===== config.mk =====
export PLATFORM = sky130hd
export DESIGN_NAME = mem_bus_arbiter
export DESIGN_NICKNAME = d
export VERILOG_FILES = /design/src/rtl/common.sv /design/src/rtl/arb_prio_sel.sv /design/src/rtl/mem_bus_arbiter.sv
export SDC_FILE = /design/constraint.sdc
export NUM_CORES = 1
export LEC_CHECK = 0
export BUFFER_PORTS_ARGS = -buffer_cell sky130_fd_sc_hd__buf_2
export CAP_MARGIN = 20
export CORE_AREA = 2 2 276 278
export CTS_CLUSTER_DIAMETER = 60
export CTS_CLUSTER_SIZE = 20
export DETAILED_ROUTE_END_ITERATION = 12
export DIE_AREA = 0 0 278 280
export MAX_ROUTING_LAYER = met4
export PLACE_DENSITY_LB_ADDON = 0.15
export SLEW_MARGIN = 20
export SYNTH_ARGS = -nofsm -noshare
export SYNTH_HDL_FRONTEND = slang
export SYNTH_SLANG_ARGS = --single-unit
export TNS_END_PERCENT = 5

===== constraint.sdc =====
create_clock -name clk -period 1.95 [get_ports clk]
set_input_delay 0.2925 -clock clk [delete_from_list [all_inputs] [get_ports clk]]
set_output_delay 0.2925 -clock clk [all_outputs]
set_load 0.01 [all_outputs]

===== src/rtl/common.sv =====
// Shared dbus request/response formats plus the memory-bus arbiter's owner and state types.
package common;

  typedef struct packed {
    logic        valid;
    logic [31:0] addr;
    logic [2:0]  size;
    logic [7:0]  strobe;
    logic [63:0] data;
  } dbus_req_t;

  typedef struct packed {
    logic        addr_ok;
    logic        data_ok;
    logic [63:0] data;
  } dbus_resp_t;

  typedef enum logic [1:0] {
    ARB_PTW = 2'd0,
    ARB_D   = 2'd1,
    ARB_I   = 2'd2
  } arb_owner_t;

  typedef enum logic {
    ARB_IDLE = 1'b0,
    ARB_BUSY = 1'b1
  } arb_state_t;

endpackage


===== src/rtl/arb_prio_sel.sv =====
// Fixed-priority pick among the three dbus sources; a starving fetch jumps to the front.
module arb_prio_sel
  import common::*;
(
  input  logic       ptw_valid,
  input  logic       d_valid,
  input  logic       i_valid,
  input  logic       starve,
  output logic [2:0] grant,
  output arb_owner_t owner
);

  // grant bit order: [0] PTW, [1] D, [2] I; all-zero when nothing is requesting
  always_comb begin
    grant = 3'b000;
    owner = ARB_PTW;
    if (starve && i_valid) begin
      grant = 3'b100;
      owner = ARB_I;
    end else if (ptw_valid) begin
      grant = 3'b001;
      owner = ARB_PTW;
    end else if (d_valid) begin
      grant = 3'b010;
      owner = ARB_D;
    end else if (i_valid) begin
      grant = 3'b100;
      owner = ARB_I;
    end
  end

endmodule


===== src/rtl/mem_bus_arbiter.sv =====
// Merges PTW, data and fetch dbus streams onto one memory port, one latched transaction at a time.
// Handshake: a source is granted while its valid is high in IDLE; the latched request is then
// driven with valid=1 until o_resp.data_ok, which is forwarded to the owner in the same cycle.
module mem_bus_arbiter
  import common::*;
#(
  parameter int STARVE_LIMIT = 8,
  parameter int CNT_W        = 4
) (
  input  logic             clk,
  input  logic             reset,
  input  dbus_req_t        ptw_req,
  output dbus_resp_t       ptw_resp,
  input  dbus_req_t        d_req,
  output dbus_resp_t       d_resp,
  input  dbus_req_t        i_req,
  output dbus_resp_t       i_resp,
  output dbus_req_t        o_req,
  input  dbus_resp_t       o_resp,
  output arb_state_t       dbg_state,
  output logic [CNT_W-1:0] dbg_starve_cnt
);

  arb_state_t       state;
  arb_owner_t       owner;
  dbus_req_t        lat_req;
  logic [CNT_W-1:0] starve_cnt;

  logic [2:0] grant;
  arb_owner_t sel_owner;
  dbus_req_t  sel_req;
  logic       starve;
  logic       i_loses;
  logic       drive_bus;

  assign starve  = (starve_cnt >= CNT_W'(STARVE_LIMIT));
  assign i_loses = i_req.valid && !grant[2];

  arb_prio_sel u_prio_sel (
    .ptw_valid (ptw_req.valid),
    .d_valid   (d_req.valid),
    .i_valid   (i_req.valid),
    .starve    (starve),
    .grant     (grant),
    .owner     (sel_owner)
  );

  assign sel_req = ({$bits(dbus_req_t){grant[0]}} & ptw_req)
                 | ({$bits(dbus_req_t){grant[1]}} & d_req)
                 | ({$bits(dbus_req_t){grant[2]}} & i_req);

  always_ff @(posedge clk) begin
    if (reset) begin
      state      <= ARB_IDLE;
      owner      <= ARB_PTW;
      lat_req    <= '0;
      starve_cnt <= '0;
    end else begin
      case (state)
        ARB_IDLE: begin
          if (|grant) begin
            lat_req <= sel_req;
            owner   <= sel_owner;
            state   <= ARB_BUSY;
            if (i_loses) begin
              if (starve_cnt != '1) starve_cnt <= starve_cnt + 1'b1;
            end else begin
              starve_cnt <= '0;
            end
          end
        end
        ARB_BUSY: begin
          if (o_resp.data_ok) state <= ARB_IDLE;
        end
        default: state <= ARB_IDLE;
      endcase
    end
  end

  // Reset gates the bus and responses in the very cycle it is asserted, not one cycle later.
  assign drive_bus = (state == ARB_BUSY) && !reset;

  always_comb begin
    o_req    = '0;
    ptw_resp = '0;
    d_resp   = '0;
    i_resp   = '0;
    if (drive_bus) begin
      o_req       = lat_req;
      o_req.valid = 1'b1;
      case (owner)
        ARB_PTW: ptw_resp = o_resp;
        ARB_D:   d_resp   = o_resp;
        ARB_I:   i_resp   = o_resp;
        default: ;
      endcase
    end
  end

  assign dbg_state      = state;
  assign dbg_starve_cnt = starve_cnt;

endmodule


==> metrics.yaml, run 1 <==
die:
  core_area_um2: 75200
  start_util: 0.124
  pin_count: 703
  die_y_um: 280
  dieArea_um2: 77800
  rows: 101
  die_x_um: 278
detailed_routing:
  drt-initial-drc-count: 658
  wl_um: 65100
  vias_per_cell: 4.34
  route.detailed.drc: 0
  first_pass_iters: 5
  final_antenna_net_count: 0
  avgRoutedWirePerCell_um: 21.9
  vias: 12900
timing:
  finalSetupViolCount: 289
  final_hold_viol_count: 0
  timing.hold.ws_ns: 0.127
  slew_violations: 0
  fmax_ghz: 0.471
  worst_pin_slew_ns: 0.947
  slew_headroom: 0.369
  rsz0062_at_grt: "true"
  setup_ws_ns: -0.172
  final.min_clock_period_ns: 2.12
  post-route-period-util: 1.09
  clock_skew_ns: 0.0156
  tns_ns: -23.25
logic_synthesis:
  syn_avg_cell_area_um2: 6.93
  ys.flop_type: "dfxtp_1"
  synth_cells: 1342
  synth-simple-area-share: 0.191
  ys_top_cells_by_area: "dfxtp_1, a21oi_1, a311oi_1"
  synth_common_cells: "a21oi_1, nor2_1, dfxtp_1, inv_1, and2_1"
  synth_top_family_by_area: "compound AO/OA/AOI/OAI gates"
  async_flop_share: 0
  yosysMostFrequentCell: "a21oi_1"
  ys_ff_latch: 114
  synthesis.area_um2: 9310
  synth_fp_nets: 1736
  ys_seq_area_frac: 0.245
  synth_top_area_share: 0.245
  synth_fa_ha_area_frac: 0.00269
  synth-xor-area-share: 0
  synth_cell_types: 33
  yosysWarningCount: 0
  synth-compound-area-share: 0.430
  synth_edf_count: 0
  synthMuxAreaShare: 0
  synth_area_leader_cell: "dfxtp_1"
cells_and_area:
  nets: 2362
  fill_cells: 8571
  multi_input_area_um2: 6290
  final_layout_size_suffix_gt1_frac: 0.506
  stdcell_area_um2: 16200
  seq_area_um2: 2290
  syn_to_final_growth_pct: 73.9
clock_tree:
  numClockSinks: 114
  worst_skew_pair.late_latency_ns: 0.48
  cts_tree: "yes"
  holdBufCountCts: 0
  cts.path.max_buffers: 2
  cts_root_buffer: "clkbuf_16"
  cts-htree-levels: 4
  cts_made_buffers: 17
  clkTransAtPathRegs_ns: 0.06
critical_path:
  critical_path_class: "reg2out"
  crit_fanout: 8
  crit_path_end_kind: "output pin"
  worstPathCellList: "nor2b_4, buf_6, buf_12, buf_6, buf_16, and2_4, buf_6"
  max_stage_delay_ns: 0.34
  cp-start-kind: "register"
  arrival_ns: 1.83
  worst_path_most_repeated_cell: "buf_6"
  slowest_stage: "dfxtp_4"
  critPathRequiredTime_ns: 1.66
status:
  failed_checks: "negative setup slack"
  outcome: "finished, violations left"
global_routing:
  antenna_found_initial: 10
  overflow: 0
  grtUsageTotal: 0.161
  grt_pass1_vias: 12800
  grt_max_degree: 115
  grt_pass1_wl_um: 89600
placement:
  io_buffers: 702
  postPlaceCellArea_um2: 14000
  dp_slack_ns: 0.136
  hpwl_um: 46200
  gp_congestion: 0.962
flow_run:
  drv_cap: 0
pwr:
  power_density_nw_per_um2: 556
  p_leak_nw: 8.05
  peakVddDrop_mv: 0.548
  total_power_mw: 9.00
min_path:
  holdCritPathClass: "in2reg"
-- layer usage --
metal / share of wire / global-route usage / vias up / wire (um)
li1: - / - / 6061 / -
met1: 0.43 / 0.197 / 6256 / 28200
met4: 0.014 / 0.0401 / 0 / 937
met3: 0.067 / 0.0412 / 54 / 4360
met5: 0 / - / - / 0
met2: 0.49 / 0.262 / 524 / 31600
-- layout make-up --
type | count | area share
Antenna cell | 9 | 0.00139
Clock buffer | 18 | 0.0271
Clock inverter | 14 | 0.00959
Inverter | 111 | 0.0259
Multi-Input combinational cell | 941 | 0.389
Sequential cell | 114 | 0.141
Tap cell | 978 | 0.0756
Timing Repair Buffer | 783 | 0.330
-- sequential cells by signal (all words and copies together) (netlist names) --
| signal | cells |
|---|---|
| owner | 2 |
| dbg_starve_cnt | 4 |
| dbg_state | 1 |
| lat_req | 107 |
-- path summary, 6_finish.rpt --
| kind | startpoint | endpoint | slack [ns] | cells past startpoint |
|---|---|---|---|---|
| worst max-delay path | dbg_state | o_req[55] | -0.17 | 7 |
| worst min-delay path | i_req[42] | lat_req[42] | 0.13 | 3 |
| worst max register to register | dbg_state | lat_req[42] | 0.20 | 6 |
| worst min register to register | owner[0] | owner[0] | 0.51 | 2 |
-- layout by cell type, fill, tap and decap left out, drive strengths merged --
master | netlist | final
a221o | 1 | 1
nand2 | 68 | 68
and3 | 1 | 1
nand3 | 4 | 4
ha | 2 | 2
nor2 | 198 | 198
clkinv | 1 | 4
clkbuf | 104 | 26
and2 | 108 | 108
a21oi | 216 | 216
nand2b | 5 | 5
diode | 0 | 9
bufinv | 0 | 2
a211o | 106 | 106
buf | 72 | 775
or3 | 2 | 2
clkinvlp | 0 | 5
nor3 | 2 | 2
o211a | 1 | 1
or2 | 1 | 1
nand4b | 1 | 1
a211oi | 109 | 109
a311oi | 107 | 107
o21ai | 5 | 5
nor2b | 1 | 1
dfxtp | 114 | 114
o21bai | 1 | 1
a31oi | 2 | 2
inv | 110 | 114
-- per-stage QoR --
| stage | utilization | instances |
|---|---|---|
| after floorplan | - | 1342 |
| after global placement | 0.186 | 2896 |
| after detailed placement | 0.186 | 2896 |
| after CTS | 0.208 | 2949 |
| after global routing | 0.215 | 2966 |
| final | 0.215 | 2968 |
-- logic make-up after synthesis --
kind of cell,after synthesis
compound gates,548
fa+ha+maj,2
buf+inv,287
flops,114
simple gates,391
-- worst max-delay path: cells and delay by family (launching register included) --
kind / cells / cell delay [ns]
AND/OR/NAND/NOR: 2 / 0.34
flip-flops: 1 / 0.34
buffers and inverters: 5 / 0.66
-- power by group --
group	leakage (nW)	total (mW)	switching [mW]	internal [mW]
registers	0.950	2.71	0.133	2.58
logic	6.83	2.96	1.63	1.33
clock network	0.276	3.33	1.41	1.92
-- timing repair --
action | 4_1_cts | 5_1_grt
cloned | 10 | 8
buffers inserted | 12 | 5
pin swaps | 49 | 36
resized for setup | 189 | 92
setup endpoints to repair | 306 | 306
Note: power is estimated with default switching activity, not from simulation.
==> run 2, diff against run 1 <==
--- a/config.mk
+++ b/config.mk
@@ -7,15 +7,16 @@
 export LEC_CHECK = 0
 export BUFFER_PORTS_ARGS = -buffer_cell sky130_fd_sc_hd__buf_2
 export CAP_MARGIN = 20
-export CORE_AREA = 2 2 276 278
+export CORE_AREA = 2 2 273 275
 export CTS_CLUSTER_DIAMETER = 60
 export CTS_CLUSTER_SIZE = 20
 export DETAILED_ROUTE_END_ITERATION = 12
-export DIE_AREA = 0 0 278 280
+export DIE_AREA = 0 0 275 277
 export MAX_ROUTING_LAYER = met4
 export PLACE_DENSITY_LB_ADDON = 0.15
 export SLEW_MARGIN = 20
 export SYNTH_ARGS = -nofsm -noshare
 export SYNTH_HDL_FRONTEND = slang
+export SYNTH_HIERARCHICAL = 1
 export SYNTH_SLANG_ARGS = --single-unit
 export TNS_END_PERCENT = 5
==> metrics.yaml, run 2 <==
critical_path:
  max_stage_delay_ns: 0.33  # was 0.34 ns
  critPathTopFamily: "simple AND/OR/NAND/NOR gates"  # was buffers and inverters
  critical_path_class: "reg2out"  # unchanged
  crit_path_end_kind: "output pin"  # unchanged
  worstPathCellList: "nor2b_4, buf_12, nand2_1, nor2_1, buf_4, buf_2"  # was nor2b_4, buf_6, buf_12, buf_6, buf_16, and2_4, buf_6
  critPathRequiredTime_ns: 1.66  # about the same
  slowest_stage: "dfxtp_2"  # was dfxtp_4
  timing.critical_path.buf_inv: 3  # was 5
  crit_fanout: 26  # was 8
  arrival_ns: 1.81  # was 1.83 ns
  cp-start-kind: "register"  # unchanged
die:
  dieArea_um2: 76200  # was 77800 um2
  die_y_um: 277  # was 280 um
  rows: 100  # was 101
  pin_count: 703  # unchanged
  die_x_um: 275  # was 278 um
  start_util: 0.0996  # was 0.124
  core_area_um2: 73600  # was 75200 um2
global_routing:
  grt_max_degree: 117  # was 115
  grt_pass1_wl_um: 73200  # was 89600 um
  grt_pass1_vias: 10400  # was 12800
  overflow: 0  # unchanged
  antenna_found_initial: 17  # was 10
  grtUsageTotal: 0.138  # was 0.161
timing:
  slew_violations: 0  # unchanged
  worst_pin_slew_ns: 0.718  # was 0.947 ns
  setup_ws_ns: -0.150  # was -0.172 ns
  final.min_clock_period_ns: 2.10  # was 2.12 ns
  finalSetupViolCount: 273  # was 289
  final_hold_viol_count: 0  # unchanged
  fmax_ghz: 0.476  # was 0.471 GHz
  timing.hold.ws_ns: 0.199  # was 0.127 ns
  post-route-period-util: 1.08  # was 1.09
  slew_headroom: 0.521  # was 0.369
  clock_skew_ns: 0.0222  # was 0.0156 ns
  rsz0062_at_grt: "true"  # unchanged
logic_synthesis:
  synth_fp_nets: 1374  # was 1736
  synth_common_cells: "nor2_1, dfxtp_1, a211oi_1, and2_1, a222oi_1"  # was a21oi_1, nor2_1, dfxtp_1, inv_1, and2_1
  ys_seq_area_frac: 0.311  # was 0.245
  synth_cells: 980  # was 1342
  yosysMostFrequentCell: "nor2_1"  # was a21oi_1
  ys_ff_latch: 114  # unchanged
  ys.flop_type: "dfxtp_1"  # unchanged
  async_flop_share: 0  # unchanged
  synthesis.area_um2: 7330  # was 9310 um2
  synth_cell_types: 32  # was 33
  synth_top_area_share: 0.311  # was 0.245
  yosysWarningCount: 6  # was 0
  ys_top_cells_by_area: "dfxtp_1, a222oi_1, a211oi_1"  # was dfxtp_1, a21oi_1, a311oi_1
  syn_avg_cell_area_um2: 7.48  # was 6.93 um2
  synth_edf_count: 0  # unchanged
  synth_area_leader_cell: "dfxtp_1"  # unchanged
placement:
  io_buffers: 702  # unchanged
  dp_slack_ns: -0.0740  # was 0.136 ns
  hpwl_um: 40800  # was 46200 um
  gp_congestion: 0.840  # was 0.962
cells_and_area:
  mostFrequentLayoutCells: "buf_2, nor2_1, dfxtp_1"  # was buf_2, a21oi_1, nor2_1
  final_common_cell: "buf_2"  # unchanged
  multi_input_area_um2: 4710  # was 6290 um2
  nets: 2025  # was 2362
  final_layout_size_suffix_gt1_frac: 0.549  # was 0.506
  fill_cells: 8516  # was 8571
  largest_register_ffs: 107  # unchanged
  seq_area_um2: 2290  # about the same
  top_register: "lat_req"  # unchanged
  syn_to_final_growth_pct: 82.0  # was 73.9%
clock_tree:
  cts_root_buffer: "clkbuf_16"  # unchanged
  clkTransAtPathRegs_ns: 0.07  # was 0.06 ns
  cts-htree-levels: 4  # unchanged
  holdBufCountCts: 0  # unchanged
  cts_made_buffers: 17  # unchanged
  worst_skew_pair.late_latency_ns: 0.48  # about the same
  numClockSinks: 114  # unchanged
  cts.path.max_buffers: 2  # unchanged
  cts_tree: "yes"  # unchanged
detailed_routing:
  vias: 10600  # was 12900
  avgRoutedWirePerCell_um: 20.4  # was 21.9 um
  drt-initial-drc-count: 851  # was 658
  route.detailed.drc: 0  # unchanged
  wl_met3_um: 4210  # was 4360 um
  top_layer_used: "met4"  # unchanged
  wl_met2_um: 27800  # was 31600 um
  wl_um: 53500  # was 65100 um
  final_antenna_net_count: 0  # unchanged
  first_pass_iters: 7  # was 5
  vias_per_cell: 4.04  # was 4.34
  m1WireLength_um: 19900  # was 28200 um
pwr:
  p_sw_frac: 0.337  # was 0.353
  clkPwrFrac: 0.398  # was 0.370
  power_switching_mw: 2.81  # was 3.18 mW
  peakVddDrop_mv: 0.507  # was 0.548 mV
  power_frac_comb: 0.277  # was 0.329
  power.share.sequential: 0.325  # was 0.301
  cellInternalPower_mw: 5.52  # was 5.83 mW
  p_leak_nw: 6.28  # was 8.05 nW
  total_power_mw: 8.32  # was 9.00 mW
  power_density_nw_per_um2: 624  # was 556 nW/um2
status:
  outcome: "finished, violations left"  # unchanged
  failed_checks: "negative setup slack"  # unchanged
min_path:
  holdCritPathClass: "in2reg"  # unchanged
flow_run:
  drv_cap: 0  # unchanged
[run 2: cell count changes after synthesis, sizes merged, moves of 2 or more]
cell | before | now
buf | 72 | 35
o21ai | 5 | 3
clkbuf | 104 | 95
nor2 | 198 | 200
a21oi | 216 | 110
inv | 110 | 5
a311oi | 107 | 1
a211o | 106 | 0
a222oi | 0 | 107
[run 2: per-layer routing]
layer,vias up,global-route usage
met2,538,0.252
li1,4949,-
met4,0,0.0499
met5,-,-
met3,71,0.0356
met1,5026,0.141
[run 2: area by class of cell]
| cell class | instances | area share |
|---|---|---|
| Antenna cell | 9 | 0.00169 |
| Clock buffer | 18 | 0.0329 |
| Clock inverter | 14 | 0.0115 |
| Inverter | 5 | 0.00159 |
| Multi-Input combinational cell | 733 | 0.353 |
| Sequential cell | 114 | 0.172 |
| Tap cell | 969 | 0.0909 |
| Timing Repair Buffer | 760 | 0.337 |
[run 2: logic make-up (layout without fill, tap and decap cells)]
| group | after synthesis | in the layout | share of synthesized area |
|---|---|---|---|
| adder cells (fa/ha/maj) | 2 | 2 | 0.00341 |
| AO/OA/AOI/OAI | 339 | 339 | 0.357 |
| other | 0 | 9 | 0 |
| flip-flops | 114 | 114 | 0.311 |
| buffers and inverters | 135 | 797 | 0.0857 |
| AND/OR/NAND/NOR | 390 | 392 | 0.243 |
[run 2: path summary, 6_finish.rpt]
check / startpoint / slack, ns / cells after the start / end
hold reg to reg: lat_req[84] / 0.50 / 2 / lat_req[84]
setup / recovery: dbg_state / -0.15 / 6 / ptw_resp[14]
setup reg to reg: dbg_starve_cnt[3] / 0.15 / 5 / lat_req[13]
hold / removal: i_req[29] / 0.20 / 3 / lat_req[29]
[run 2: power groups by stage]
| stage | clock network, mW | registers [mW] | logic (mW) |
|---|---|---|---|
| finish | 3.31 | 2.71 | 2.31 |
| global route | 3.56 | 2.74 | 2.52 |
| CTS | 3.49 | 2.71 | 2.30 |
| detailed placement | 0 | 2.76 | 2.21 |
| global placement | 0 | 2.75 | 2.19 |
| floorplan | 0 | 2.72 | 1.12 |
[run 2: repair_timing]
action	in CTS	in global routing
pin swaps	3	14
resized for setup	54	83
cloned	5	1
setup endpoints to repair	409	312
setup buffers	3	4
[run 2: worst reg2reg max path, cell delays in order, from the launching register on]
cell and delay (ns):
dfxtp_4 0.39, o21a_4 0.27, or3_4 0.45, buf_12 0.20, a21oi_1 0.27, a211oi_1 0.06
[run 2: stage by stage]
| step | std cells | utilization | area (um2) | TNS [ns] |
|---|---|---|---|---|
| finish | 2622 | 0.181 | 13300 | -20.47 |
| global route | 2619 | 0.181 | 13300 | -60.66 |
| floorplan | 980 | - | 7330 | 0 |
| detailed placement | 2569 | 0.165 | 12100 | -2.34 |
| CTS | 2608 | 0.177 | 13000 | -49.22 |
| global placement | 2569 | 0.165 | 12100 | -2.69 |
==> run 3, diff against run 2 <==
==> constraint.sdc (replaced) <==
create_clock -name clk -period 1.95 [get_ports clk]
set_input_delay 0.2925 -clock clk [delete_from_list [all_inputs] [get_ports clk]]
set_output_delay 0.2925 -clock clk [all_outputs]
set_load 0.1 [all_outputs]
==> metrics.yaml, run 3 (same netlist as run 2, synthesis figures left out) <==
status:
  outcome: "finished, violations left"  # unchanged
  failed_checks: "negative setup slack"  # unchanged
cells_and_area:
  final_layout_size_suffix_gt1_frac: 0.640  # was 0.549
  syn_to_final_growth_pct: 146  # was 82.0%
  mostFrequentLayoutCells: "buf_2, buf_12, nor2_2"  # was buf_2, nor2_1, dfxtp_1
  nets: 2012  # was 2025
  stdcell_area_um2: 18000  # was 13300 um2
  top_register: "lat_req"  # unchanged
  largest_register_ffs: 107  # unchanged
  final_common_cell: "buf_2"  # unchanged
  final_util: 0.245  # was 0.181
timing:
  slew_headroom: 0.563  # was 0.521
  setup_ws_ns: -0.276  # was -0.150 ns
  finalSetupViolCount: 305  # was 273
  slew_violations: 0  # unchanged
  rsz0062_at_grt: "true"  # unchanged
  worst_pin_slew_ns: 0.656  # was 0.718 ns
  clock_skew_ns: 0.0150  # was 0.0222 ns
  final.min_clock_period_ns: 2.23  # was 2.10 ns
  final_hold_viol_count: 0  # unchanged
  post-route-period-util: 1.14  # was 1.08
  fmax_ghz: 0.449  # was 0.476 GHz
min_path:
  holdCritPathClass: "in2reg"  # unchanged
critical_path:
  arrival_ns: 1.93  # was 1.81 ns
  cp-start-kind: "register"  # unchanged
  crit_fanout: 24  # was 26
  critical_path_class: "reg2out"  # unchanged
  critPathRequiredTime_ns: 1.66  # about the same
  crit_path_end_kind: "output pin"  # unchanged
global_routing:
  antenna_found_initial: 21  # was 17
  grt_pass1_vias: 10700  # was 10400
  grt_max_degree: 117  # unchanged
  grtUsageTotal: 0.140  # was 0.138
  grt_pass1_wl_um: 75400  # was 73200 um
  overflow: 0  # unchanged
clock_tree:
  worst_skew_pair.late_latency_ns: 0.48  # about the same
  numClockSinks: 114  # unchanged
  cts_tree: "yes"  # unchanged
  cts.path.max_buffers: 2  # unchanged
  clkTransAtPathRegs_ns: 0.06  # was 0.07 ns
  cts-htree-levels: 4  # unchanged
  holdBufCountCts: 0  # unchanged
  cts_root_buffer: "clkbuf_16"  # unchanged
  cts_made_buffers: 17  # unchanged
pwr:
  cellInternalPower_mw: 5.80  # was 5.52 mW
  peakVddDrop_mv: 0.557  # was 0.507 mV
  power_switching_mw: 3.68  # was 2.81 mW
  p_leak_nw: 6.93  # was 6.28 nW
  p_sw_frac: 0.388  # was 0.337
  power.share.sequential: 0.285  # was 0.325
  power_frac_comb: 0.389  # was 0.277
  power_density_nw_per_um2: 526  # was 624 nW/um2
  clkPwrFrac: 0.326  # was 0.398
die:
  core_area_um2: 73600  # unchanged
  dieArea_um2: 76200  # unchanged
  die_y_um: 277  # unchanged
  die_x_um: 275  # unchanged
  pin_count: 703  # unchanged
  rows: 100  # unchanged
  start_util: 0.0996  # unchanged
detailed_routing:
  wl_um: 53500  # about the same
  avgRoutedWirePerCell_um: 20.6  # was 20.4 um
  vias_per_cell: 4.05  # was 4.04
  route.detailed.drc: 0  # unchanged
  vias: 10600  # about the same
  drt-initial-drc-count: 779  # was 851
  final_antenna_net_count: 0  # unchanged
  first_pass_iters: 8  # was 7
placement:
  postPlaceCellArea_um2: 16800  # was 12100 um2
  io_buffers: 702  # unchanged
  gp_congestion: 0.867  # was 0.840
  hpwl_um: 42600  # was 40800 um
flow_run:
  drv_cap: 0  # unchanged
run 3: worst max-delay path, cell delays in order, from the launching register on:
cell and delay [ns]:
dfxtp_4 0.34, nor2b_4 0.15, buf_12 0.15, buf_12 0.19
nand2_1 0.21, nor2_2 0.20, buf_12 0.19
run 3: what timing repair did:
item                                    4_1_cts  5_1_grt
setup buffers                                 0        0
resized for setup                           152       97
endpoints found under the setup margin      324      332
pin swaps                                    22       10
gates cloned                                  0        0
run 3: area by class of cell:
class,count,area [um2]
inverters,5,21.3
multi-input cells,731,5180
fillers,7912,55500
clock inverters,10,115
diodes,8,20.0
repair buffers,749,8750
well taps,969,1210
clock buffers,18,429
flip-flops and latches,114,2290
run 3: per-stage QoR:
| stage | hold slack [ns] | TNS [ns] | worst slack, ns | power (mW) | cells |
|---|---|---|---|---|---|
| 2_1_floorplan | 0.464 | -247.01 | -0.864 | 4.78 | 980 |
| 3_3_place_gp | 0.490 | -0.941 | -0.216 | 6.35 | 2568 |
| 3_5_place_dp | 0.494 | -1.29 | -0.229 | 6.37 | 2568 |
| 4_1_cts | 0.155 | -74.32 | -0.345 | 9.67 | 2596 |
| 5_1_grt | 0.192 | -79.63 | -0.346 | 9.96 | 2604 |
| 6_report | 0.200 | -46.83 | -0.276 | 9.48 | 2604 |
run 3: power by group through the flow:
stage	sequential, mW	clock, mW	combinational (mW)
floorplan	2.75	0	2.04
global placement	2.75	0	3.60
detailed placement	2.75	0	3.61
CTS	2.71	3.27	3.69
global route	2.74	3.31	3.91
finish	2.70	3.09	3.69
run 3: metal layers:
metal | vias to the layer above | wire length (um) | track usage
met1 | 5058 | 19900 | 0.144
met5 | - | 0 | -
met3 | 55 | 4270 | 0.0410
met2 | 515 | 28200 | 0.256
li1 | 4928 | - | -
met4 | 0 | 1180 | 0.0381
run 3: worst paths after layout:
path / from / endpoint / slack (ns) / cells after the start
hold / removal: o_resp[64] / dbg_state / 0.20 / 3
setup / recovery: dbg_state / i_resp[22] / -0.28 / 6
setup reg to reg: dbg_starve_cnt[3] / lat_req[18] / 0.09 / 5
hold reg to reg: lat_req[82] / lat_req[82] / 0.50 / 2
